$ cat src/rtl/alu_pkg.sv
// Shared definitions for the sequential ALU: default width, opcodes and
// FSM state encodings. The multiplier is compiled in only when ALU_MUL_EN
// is defined.
package alu_pkg;

  localparam int unsigned ALU_WIDTH = 8;

  localparam logic [2:0] OP_ADD = 3'b000;
  localparam logic [2:0] OP_SUB = 3'b001;
  localparam logic [2:0] OP_AND = 3'b010;
  localparam logic [2:0] OP_OR  = 3'b011;
  localparam logic [2:0] OP_XOR = 3'b100;
  localparam logic [2:0] OP_PAS = 3'b101;
  localparam logic [2:0] OP_MUL = 3'b110;
  localparam logic [2:0] OP_ILL = 3'b111;

  localparam logic [1:0] ST_IDLE = 2'd0;
  localparam logic [1:0] ST_EXEC = 2'd1;
  localparam logic [1:0] ST_MUL  = 2'd2;
  localparam logic [1:0] ST_DONE = 2'd3;

endpackage

$ cat src/rtl/mul_shift_add.sv
// Sequential WIDTH x WIDTH shift-add multiplier. load captures the operands
// and clears the accumulator; each step consumes one multiplier bit. fin is
// high once WIDTH steps have been taken, with the full product on product.
module mul_shift_add #(
  parameter int unsigned WIDTH = 8
) (
  input  logic               clk,
  input  logic               rst_n,
  input  logic               load,
  input  logic               step,
  input  logic [WIDTH-1:0]   a,
  input  logic [WIDTH-1:0]   b,
  output logic [2*WIDTH-1:0] product,
  output logic               fin
);

  localparam int unsigned CW = $clog2(WIDTH + 1);

  logic [2*WIDTH-1:0] mcand_q, mcand_d;
  logic [WIDTH-1:0]   mplier_q, mplier_d;
  logic [2*WIDTH-1:0] acc_q, acc_d;
  logic [CW-1:0]      cnt_q, cnt_d;

  // Load operands or advance one shift-add step.
  always_comb begin
    mcand_d  = mcand_q;
    mplier_d = mplier_q;
    acc_d    = acc_q;
    cnt_d    = cnt_q;
    if (load) begin
      mcand_d  = {{WIDTH{1'b0}}, a};
      mplier_d = b;
      acc_d    = '0;
      cnt_d    = '0;
    end else if (step) begin
      if (mplier_q[0]) begin
        acc_d = acc_q + mcand_q;
      end
      mcand_d  = mcand_q << 1;
      mplier_d = mplier_q >> 1;
      cnt_d    = cnt_q + CW'(1);
    end
  end

  // Multiplier state registers, cleared by reset.
  always_ff @(posedge clk or negedge rst_n) begin
    if (!rst_n) begin
      mcand_q  <= '0;
      mplier_q <= '0;
      acc_q    <= '0;
      cnt_q    <= '0;
    end else begin
      mcand_q  <= mcand_d;
      mplier_q <= mplier_d;
      acc_q    <= acc_d;
      cnt_q    <= cnt_d;
    end
  end

  assign product = acc_q;
  assign fin     = (cnt_q == CW'(WIDTH));

endmodule

$ cat src/rtl/alu_seq.sv
// Sequential ALU feeding the accumulator: latches op/a/b on start, computes
// the result, and pulses wac/done for one cycle in DONE.
// Optional multiplier: define ALU_MUL_EN to enable opcode 110.
module alu_seq
  import alu_pkg::*;
#(
  parameter int unsigned WIDTH = ALU_WIDTH
) (
  input  logic             clk,
  input  logic             reset,
  input  logic             start,
  input  logic [2:0]       op,
  input  logic [WIDTH-1:0] a,
  input  logic [WIDTH-1:0] b,
  output logic [WIDTH-1:0] alu_out,
  output logic             wac,
  output logic             done,
  output logic             busy,
  output logic             zero,
  output logic             carry,
  output logic             err
);

  logic [1:0]       state_q, state_d;
  logic [2:0]       op_q, op_d;
  logic [WIDTH-1:0] a_q, a_d;
  logic [WIDTH-1:0] b_q, b_d;
  logic [WIDTH-1:0] alu_out_q, alu_out_d;
  logic             zero_q, zero_d;
  logic             carry_q, carry_d;
  logic             err_q, err_d;

  logic [WIDTH:0]   sum;
  logic [WIDTH-1:0] res;
  logic             res_c;
  logic             ill;

`ifdef ALU_MUL_EN
  logic [2*WIDTH-1:0] mul_prod;
  logic               mul_fin;
  logic               mul_load;
  logic               mul_step;

  // Operands are loaded on the accepting edge so that WIDTH steps finish by
  // the time the FSM has spent WIDTH edges in MUL; the final MUL edge only
  // registers the already-complete product.
  assign mul_load = (state_q == ST_IDLE) && start && (op == OP_MUL);
  assign mul_step = ((state_q == ST_EXEC) && (op_q == OP_MUL)) ||
                    ((state_q == ST_MUL) && !mul_fin);

  mul_shift_add #(.WIDTH(WIDTH)) u_mul (
    .clk     (clk),
    .rst_n   (reset),
    .load    (mul_load),
    .step    (mul_step),
    .a       (a),
    .b       (b),
    .product (mul_prod),
    .fin     (mul_fin)
  );

  assign ill = (op_q == OP_ILL);
`else
  assign ill = (op_q == OP_ILL) || (op_q == OP_MUL);
`endif

  // Single-cycle datapath on the latched operands.
  always_comb begin
    sum   = '0;
    res   = '0;
    res_c = 1'b0;
    case (op_q)
      OP_ADD: begin
        sum   = {1'b0, a_q} + {1'b0, b_q};
        res   = sum[WIDTH-1:0];
        res_c = sum[WIDTH];
      end
      OP_SUB: begin
        res   = a_q - b_q;
        res_c = (a_q < b_q);
      end
      OP_AND: res = a_q & b_q;
      OP_OR:  res = a_q | b_q;
      OP_XOR: res = a_q ^ b_q;
      OP_PAS: res = b_q;
      default: begin
        res   = '0;
        res_c = 1'b0;
      end
    endcase
  end

  // FSM sequencing and result/flag capture on completion.
  always_comb begin
    state_d   = state_q;
    op_d      = op_q;
    a_d       = a_q;
    b_d       = b_q;
    alu_out_d = alu_out_q;
    zero_d    = zero_q;
    carry_d   = carry_q;
    err_d     = err_q;
    case (state_q)
      ST_IDLE: begin
        if (start) begin
          op_d    = op;
          a_d     = a;
          b_d     = b;
          state_d = ST_EXEC;
        end
      end
      ST_EXEC: begin
`ifdef ALU_MUL_EN
        if (op_q == OP_MUL) begin
          state_d = ST_MUL;
        end else
`endif
        begin
          state_d = ST_DONE;
          if (ill) begin
            err_d = 1'b1;
          end else begin
            alu_out_d = res;
            zero_d    = (res == '0);
            carry_d   = res_c;
            err_d     = 1'b0;
          end
        end
      end
`ifdef ALU_MUL_EN
      ST_MUL: begin
        if (mul_fin) begin
          state_d   = ST_DONE;
          alu_out_d = mul_prod[WIDTH-1:0];
          zero_d    = (mul_prod[WIDTH-1:0] == '0);
          carry_d   = |mul_prod[2*WIDTH-1:WIDTH];
          err_d     = 1'b0;
        end
      end
`endif
      ST_DONE: state_d = ST_IDLE;
      default: state_d = ST_IDLE;
    endcase
  end

  // State and output registers.
  always_ff @(posedge clk or negedge reset) begin
    if (!reset) begin
      state_q   <= ST_IDLE;
      op_q      <= '0;
      a_q       <= '0;
      b_q       <= '0;
      alu_out_q <= '0;
      zero_q    <= 1'b0;
      carry_q   <= 1'b0;
      err_q     <= 1'b0;
    end else begin
      state_q   <= state_d;
      op_q      <= op_d;
      a_q       <= a_d;
      b_q       <= b_d;
      alu_out_q <= alu_out_d;
      zero_q    <= zero_d;
      carry_q   <= carry_d;
      err_q     <= err_d;
    end
  end

  // err_q is set on entry to DONE for illegal ops, which suppresses the strobe.
  assign done    = (state_q == ST_DONE);
  assign wac     = (state_q == ST_DONE) && !err_q;
  assign busy    = (state_q != ST_IDLE);
  assign alu_out = alu_out_q;
  assign zero    = zero_q;
  assign carry   = carry_q;
  assign err     = err_q;

endmodule

$ cat config.mk
export PLATFORM = sky130hd
export DESIGN_NAME = alu_seq
export DESIGN_NICKNAME = d
export VERILOG_FILES = /design/src/rtl/alu_pkg.sv /design/src/rtl/mul_shift_add.sv /design/src/rtl/alu_seq.sv
export SDC_FILE = /design/constraint.sdc
export NUM_CORES = 1
export LEC_CHECK = 0
export CORE_UTILIZATION = 31
export CTS_CLUSTER_SIZE = 30
export DETAILED_ROUTE_END_ITERATION = 8
export DONT_BUFFER_PORTS = 1
export PLACE_DENSITY_LB_ADDON = 0.15
export SYNTH_ARGS = -nofsm -noshare
export SYNTH_HDL_FRONTEND = slang
export SYNTH_SLANG_ARGS = --single-unit
$ cat constraint.sdc
create_clock -name clk -period 4.4 [get_ports clk]
set_clock_uncertainty 0.15 [all_clocks]
set_input_delay 1.1 -clock clk [delete_from_list [all_inputs] [get_ports clk]]
set_output_delay 1.1 -clock clk [all_outputs]
set_load 0.02 [all_outputs]
### Yosys cells after proc, flatten, opt, wreduce, memory -nomap -nowiden

Index checks and enable logic that the tools add are counted.

* add/subtract/negate cells: 2
* order comparisons: 1
* equality and inequality tests: 10
* muxes and demuxes: 5
* bitwise operators: 4
* reduce and logical (&&, ||, !) cells: 9

Operator list (number)
* $pmux W8 S6: 1
* $eq A3 B3 Y1 const B: 4
* $add A8 B8 Y9: 1
* $and A8 B8 Y8: 1
* $logic_not A8 Y1: 1
* $lt A8 B8 Y1: 1
* $or A8 B8 Y8: 1
* $sub A8 B8 Y8: 1
* $xor A8 B8 Y8: 1
* $eq A3 B2 Y1 const B: 2
* $pmux W2 S2: 1
* $reduce_and A2 Y1: 2
* $eq A3 B1 Y1 const B: 1
* $logic_not A3 Y1: 1
* $eq A2 B1 Y1 const B: 1
* $eq A2 B2 Y1 const B: 1
* $logic_not A2 Y1: 1
* $mux W2: 1
* $ne A2 B2 Y1 const B: 1
* $pmux W1 S2: 1
* $reduce_bool A2 Y1: 1
* $logic_and A1 B1 Y1: 1
* $logic_not A1 Y1: 1
* $logic_or A1 B1 Y1: 1
* 2 further kinds: 2

* flip-flop bits (word level): 32
* bits of input ports: 22
* output and inout port bits: 14
* word-level logic and storage cells: 39

### Logic depth before layout (Yosys ltp)

Gate-level depths: netlist (run 1).

* depth in word-level cells: 4
* depth in mapped cells: 10
* gate-level depth less buffers: 10

### Least setup slack after synthesis (run 1)

OpenSTA, ideal clock, no wires.

* kind: register to register
* start point: reg b_q[0]
* end point: reg zero_q, in the netlist zero
* setup time: 126 ps
* arrival: 1983 ps
* data required time: 4124 ps
* path slack: 2141 ps
* cell stages (with the launch flop): 10
* path buffers: 0
* clock period less this slack: 2259 ps
* path through: dfrtp_1 -> ha_1 -> fa_1 -> a211o_1 -> o211ai_1 -> o21ai_1 -> a2111oi_2 -> nor3_1 -> nand4_1 -> o31ai_2

* longest elaborated chain between the ends: 3
* elaborated cells on any way between the ends: 7
* classes of those cells: add/sub (2); mux (1); bitwise (3); reduce/logical (1)

Ends and longest elaborated chain
* start: declaration: line alu_seq.sv:27 `logic [WIDTH-1:0] b_q, b_d;`
* start signal: assignment: line alu_seq.sv:152 `b_q <= '0;`
* start signal: assignment: line alu_seq.sv:161 `b_q <= b_d;`
* $sub A8 B8 Y8 (tied with other cells): line alu_seq.sv:79 `res = a_q - b_q;`
* $pmux W8 S6 (*): line alu_seq.sv:72 `case (op_q)`
* $logic_not A8 Y1 (*): line alu_seq.sv:124 `zero_d = (res == '0);`
* end signal: assignment: line alu_seq.sv:163 `zero_q <= zero_d;`
* end: declaration: line alu_seq.sv:29 `logic zero_q, zero_d;`

Every way passes the cells marked *; elsewhere a longest branch is shown, timed or not.
A chain may end at the register's enable or synchronous reset.

### Worst setup path after layout (run 1)

* start point: reg op_q[0]
* end point: reg zero_q, in the netlist zero

* longest elaborated chain between the ends: 4
* elaborated cells on any way between the ends: 13
* classes of those cells: eq/ne (7); mux (1); bitwise (1); reduce/logical (4)

Ends and longest elaborated chain
* start: declaration: line alu_seq.sv:25 `logic [2:0] op_q, op_d;`
* start signal: assignment: line alu_seq.sv:159 `op_q <= op_d;`
* parallel branches: the longest is 4 deep, another holds $pmux W8 S6

Parallel ways; which one is timed is not known.

==> out/metrics.csv, run 1 <==
metric,value,unit
status,"complete, no violations",
grt_overflow,0,
cts_resized,0,
antenna_found_initial,0,
cp_max_fo,29,
power.leakage,1.10,nW
first_iter_violations,131,
synth_area_leader_cell,dfrtp_1,
grt_max_degree,38,
ioPinCount,36,
path_clk_slew,0.07,ns
wl_per_cell,15.4,um
hold_viol,0,
area_growth,5.43,%
hp-class,flip-flop to flip-flop,
setup_ws,1.57,ns
hpwl,4.15,mm
cts_tree,done,
initial_core_util,32.5,%
fin_util,34.3,%
instances_no_fill,365,
max_clock_freq,354,MHz
cts_root_buffer,clkbuf_8,
chipHeight,89.9,um
row_count,31,
post-route-period-util,64.2,%
drtPass1Iterations,4,
ys_types,61,
final_common_cell,nand2_1,
crit_arrival,2.88,ns
place.port_buffers,0,
fin_nets,314,
rsz0062_at_grt,no,
critPathKind,flip-flop to flip-flop,
hold-worst-slack,0.312,ns
viasPerCell,5.06,
synth_edf_count,0,
h-tree-depth,2,
cts_made_buffers,5,
powerDensity,920,nW/um^2
vias,1847,
drt-total-wl,5.64,mm
ant_nets,0,
core,7370,sq um
globalplace.congestion,0.840,
grt_use_total,15.1,%
max_slew_margin,37.9,%
cp-end-kind,flip-flop,
cts_setup_buffers,0,
slew_viol_final,0,
clock_latency,0.29,ns
netlist_instances,271,
die_w,89.9,um
cp.required,4.45,ns
syn_area_per_cell,8.84,sq um
dieArea,8080,sq um
cp-start-kind,flip-flop,
placedCellCount,357,
cpMaxStageDelayCell,dfrtp_1,
reg2reg_depth,7,
holdPathStages,1,
final_cell_mix,"34 x nand2_1, 32 x dfrtp_1, 30 x o21ai_0",
drc_errors,0,
yosys_warnings,0,
crit_chain,inv_1 -> a211o_1 -> o21ai_1 -> a2111oi_2 -> nor3_1 -> nand4_1 -> o31ai_2,
diodes,0,
cts_hold_buf,0,
synthesis.nets,320,
cap_viol_max_count,0,
slowest_delay,0.96,ns
grt_pass1_vias,1863,
post-place-ws,1.63,ns
worst_pin_slew,0.932,ns
ir_worst_vdd,0.000193,V
ys_ff_latch,32,
drive_above_1_share,11.7,%
synth_top_area_share,33.4,%
grt_pass1_wl,9.64,mm
synth-seq-area-share,33.4,%
cts_buffer_depth,2,
synthTopCellsByArea,"dfrtp_1 33%, ha_1 13%, o21ai_0 6.3%",
clock-sinks,32,
fill_cells,808,
setup_viol,0,
ys_async_sr_fraction,100,%
period_needed,2.83,ns
netlist_area,2390,sq um
synth_ff_type,dfrtp_1,
setup_tns,0,ns
## final timing paths
kind | start | end | slack [ns]
max reg2reg | op_q[0] | zero | 1.57
min in group asynchronous | reset | alu_out[3] | 0.35
min reg2reg | state_q[1] | state_q[0] | 0.31
max | op_q[0] | zero | 1.57
max in group asynchronous | reset | b_q[6] | 3.66
min | state_q[1] | state_q[0] | 0.31
## synthesized netlist by cell type, types with 4 or more instances
master / count
dfrtp_1: 32
inv_1: 23
clkbuf_1: 4
a21oi_1: 15
nand2_1: 34
ha_1: 25
nand3_1: 4
o21ai_0: 30
nor2_1: 18
buf_4: 4
## critical path: cells and delay by family, from the launching register on
| kind | cells | cell delay (ns) |
|---|---|---|
| flip-flops | 1 | 0.96 |
| AO/OA/AOI/OAI | 4 | 0.76 |
| AND/OR/NAND/NOR | 2 | 0.45 |
| buffers and inverters | 1 | 0.42 |
## report_power, final
part | internal, W | switching [W]
clock network | 0.000125 | 0.000114
logic | 0.000574 | 0.000838
registers | 0.000435 | 0.000237
total | 0.00113 | 0.00119
## final cells by class
| type | count | area (sq um) | area share, % |
|---|---|---|---|
| Tap cell | 99 | 124 | 4.91 |
| Sequential cell | 32 | 801 | 31.7 |
| Inverter | 24 | 90.1 | 3.57 |
| Clock buffer | 6 | 82.6 | 3.27 |
| Timing Repair Buffer | 1 | 7.51 | 0.297 |
| Clock inverter | 2 | 10.0 | 0.396 |
| Multi-Input combinational cell | 201 | 1410 | 55.8 |
## logic make-up (layout without fill, tap and decap cells)
group | count (synthesis) | after routing | share of synthesized area (%)
AO/OA/AOI/OAI | 90 | 90 | 25.9
AND/OR/NAND/NOR | 75 | 75 | 14.5
buffers and inverters | 38 | 33 | 7.68
flip-flops | 32 | 32 | 33.4
adder cells (fa/ha/maj) | 27 | 27 | 14.7
multiplexers | 5 | 5 | 2.25
XOR/XNOR | 4 | 4 | 1.46
## state kept, by name, indices dropped and copies added, names as in the netlist
signal	cells
state_q	2
carry	1
zero	1
alu_out	8
b_q	8
err	1
op_q	3
a_q	8
## routing by layer
metal | vias to the layer above | part of all wire [%] | GRT usage (%)
met2 | 47 | 44 | 23.0
li1 | 927 | - | -
met4 | 0 | 1.5 | 5.24
met3 | 5 | 3.8 | 3.38
met5 | - | 0 | 0
met1 | 868 | 51 | 21.0
## through the flow
step	total power [W]	area [sq um]
3_5_place_dp	0.00209	2430
6_report	0.00232	2520
5_1_grt	0.00256	2520
2_1_floorplan	0.00182	2390
3_3_place_gp	0.00209	2430
4_1_cts	0.00235	2520
Power figures use the tool's default switching activity.
==> run 2: changes to the inputs <==
--- a/config.mk
+++ b/config.mk
@@ -5,6 +5,7 @@
 export SDC_FILE = /design/constraint.sdc
 export NUM_CORES = 1
 export LEC_CHECK = 0
+export ABC_AREA = 1
 export CORE_UTILIZATION = 31
 export CTS_CLUSTER_SIZE = 30
 export DETAILED_ROUTE_END_ITERATION = 8
==> constraint.sdc (replaced) <==
create_clock -name clk -period 2.9 [get_ports clk]
set_clock_uncertainty 0.15 [all_clocks]
set_input_delay 0.725 -clock clk [delete_from_list [all_inputs] [get_ports clk]]
set_output_delay 0.725 -clock clk [all_outputs]
set_load 0.02 [all_outputs]
==> run 2 against run 1 <==
  * Sequential share of layout area down 1.9 points
  * Via count up 18%
  * Maximum frequency grew 30%
  * Die area grew 4.6%
  * Largest cell class unchanged
  * Total power grew 50%
  * Synthesized area up 4.6%
  * Critical endpoint unchanged
==> out/metrics.csv, run 2 <==
metric,value,unit
hold-worst-slack,0.119,ns
viasPerCell,4.69,
vias,2173,
ioPinCount,36,
place.port_buffers,0,
first_iter_violations,144,
regArea,801,sq um
fill_cells,889,
grt_pass1_wl,10.5,mm
synth_top_area_share,32.0,%
hpwl,4.74,mm
fin_util,34.6,%
p_int,0.00160,W
fin_nets,409,
path_clk_slew,0.06,ns
synth_common_cells,"83 x nand2_1, 58 x nor2_1, 40 x inv_1, 32 x dfrtp_1",
ys_types,29,
synth_ff_type,dfrtp_1,
cts_made_buffers,5,
reg2reg_depth,14,
grt_use_total,15.9,%
synth_area_leader_cell,dfrtp_1,
globalplace.congestion,0.815,
diodes,0,
netlist_area,2510,sq um
synth_most_common_cell,nand2_1,
final_common_cell,nand2_1,
cp.buffers_inverters,2,
antenna_found_initial,0,
multiInputGateArea,1450,sq um
cp.required,2.96,ns
syn_area_per_cell,6.94,sq um
slew_viol_final,0,
cts_tree,done,
ir_worst_vdd,0.000383,V
post-route-period-util,74.9,%
drc_errors,0,
hold_viol,0,
drive_above_1_share,8.31,%
rrSetupSlack,0.73,ns
cp-end-kind,flip-flop,
area_growth,7.29,%
critPathKind,flip-flop to flip-flop,
cp_max_fo,3,
crit_chain,inv_1 -> ha_1 -> fa_1 -> inv_1 -> nand2_1 -> nand2_1 -> nor2_1 -> nor2_1 -> nand2_1 -> nor2_1 -> nand2_1 -> nor2_1 -> nand3_1 -> o21ai_1,
max_clock_freq,460,MHz
hp-class,input pin to asynchronous set/reset pin,
h-tree-depth,2,
p_clk_share,10.2,%
status,"complete, no violations",
setup_viol,0,
core,7770,sq um
setup_tns,0,ns
power,0.00349,W
worst_pin_slew,0.479,ns
netlist_instances,361,
cts_root_buffer,clkbuf_8,
seq_power_share,26.5,%
p_sw_share,54.3,%
grt_overflow,0,
cpMaxStageDelayCell,fa_1,
yosys_warnings,0,
initial_core_util,32.3,%
r2r_start,a_q[0],
max_slew_margin,68.1,%
synthesis.nets,410,
row_count,32,
grt_pass1_vias,2168,
period_needed,2.17,ns
wl_per_cell,12.8,um
synthTopCellsByArea,"dfrtp_1 32%, ha_1 12%, nand2_1 12%",
clock-sinks,32,
dieArea,8450,sq um
grt_max_degree,39,
chipHeight,91.9,um
cts_buffer_depth,2,
slowest_delay,0.39,ns
ys_ff_latch,32,
ant_nets,0,
r2r-end,zero,
crit_arrival,2.23,ns
cap_viol_max_count,0,
cts_resized,0,
clock_latency,0.28,ns
ys_async_sr_fraction,100,%
rsz0062_at_grt,no,
drt-total-wl,5.95,mm
drtPass1Iterations,4,
die_w,91.9,um
cp-start-kind,flip-flop,
synth_edf_count,0,
powerDensity,1300,nW/um^2
share_comb_of_total_power,63.3,%
switchingPower,0.00190,W
synth-seq-area-share,32.0,%
post-place-ws,0.714,ns
power.leakage,1.41,nW
final_cell_mix,"83 x nand2_1, 58 x nor2_1, 40 x inv_1",
path_delay_family,simple AND/OR/NAND/NOR gates,
cts_setup_buffers,0,
setup_ws,0.728,ns
[run 2: changes by cell type in the layout (fill, tap and decap cells not counted), sizes merged, moves of 4 or more]
cell,delta
nand2,+52
nor2,+43
nand3,+29
inv,+25
o21ai,-21
a21oi,+14
nand4,+6
a211oi,-4
nor3,-4
o31ai,-4
[run 2: cell families (layout without fill, tap and decap cells)]
logic type	Yosys count	after routing	synth area share [%]
adders and majority gates	27	27	14.1
and+or+nand+nor	193	193	33.4
buffers and inverters	60	60	10.1
DFF	32	32	32.0
AOI/OAI and AO/OA	49	49	10.4
[run 2: layout make-up]
class                   instances  share of cell area, %
repair buffers                  3                   1.30
multi-input cells             269                   54.0
clock buffers                   8                   3.35
well taps                     102                   4.75
inverters                      49                   6.84
flip-flops and latches         32                   29.8
[run 2: metal layers]
| layer | share of wire, % | vias to the layer above | global-route usage (%) | wire length (um) |
|---|---|---|---|---|
| met2 | 41 | 53 | 23.2 | 2420 |
| met1 | 52 | 963 | 22.9 | 3110 |
| met5 | 0 | - | 0 | 0 |
| li1 | - | 1148 | - | - |
| met3 | 5.0 | 9 | 3.15 | 296 |
| met4 | 2.0 | 0 | 6.12 | 121 |
[run 2: repair_timing]
action	CTS	global route
hold buffers	1	0
endpoints found under the setup margin	0	0
hold endpoints to repair	32	0
[run 2: worst max path at each step]
stage	startpoint	to	slack, ns	cells past startpoint
global route	b_q[1]	zero	0.51	11
floorplan	a_q[0]	zero	0.97	14
global placement	a_q[0]	zero	0.72	14
finish	a_q[0]	zero	0.73	14
detailed placement	a_q[0]	zero	0.71	14
CTS	a_q[0]	zero	0.70	14
[run 2: worst reg2reg max path, stage by stage (launching register included)]
cell and delay [ns]:
dfrtp_1 0.35, inv_1 0.07, ha_1 0.24, fa_1 0.39, inv_1 0.10, nand2_1 0.06
nand2_1 0.05, nor2_1 0.04, nor2_1 0.08, nand2_1 0.05, nor2_1 0.15, nand2_1 0.09
nor2_1 0.09, nand3_1 0.07, o21ai_1 0.11
[run 2: power groups by stage]
stage	Combinational (W)	Clock (W)	Sequential (W)
after global routing	0.00261	0.000393	0.000969
final	0.00221	0.000356	0.000926
after detailed placement	0.00221	0	0.000942
after CTS	0.00224	0.000374	0.000932
after global placement	0.00221	0	0.000937
after floorplan	0.00186	0	0.000847
[run 2: stage by stage]
stage / instance area, sq um / cells
finish: 2690 / 463
global route: 2690 / 463
CTS: 2690 / 463
detailed placement: 2580 / 454
global placement: 2580 / 454
floorplan: 2510 / 361
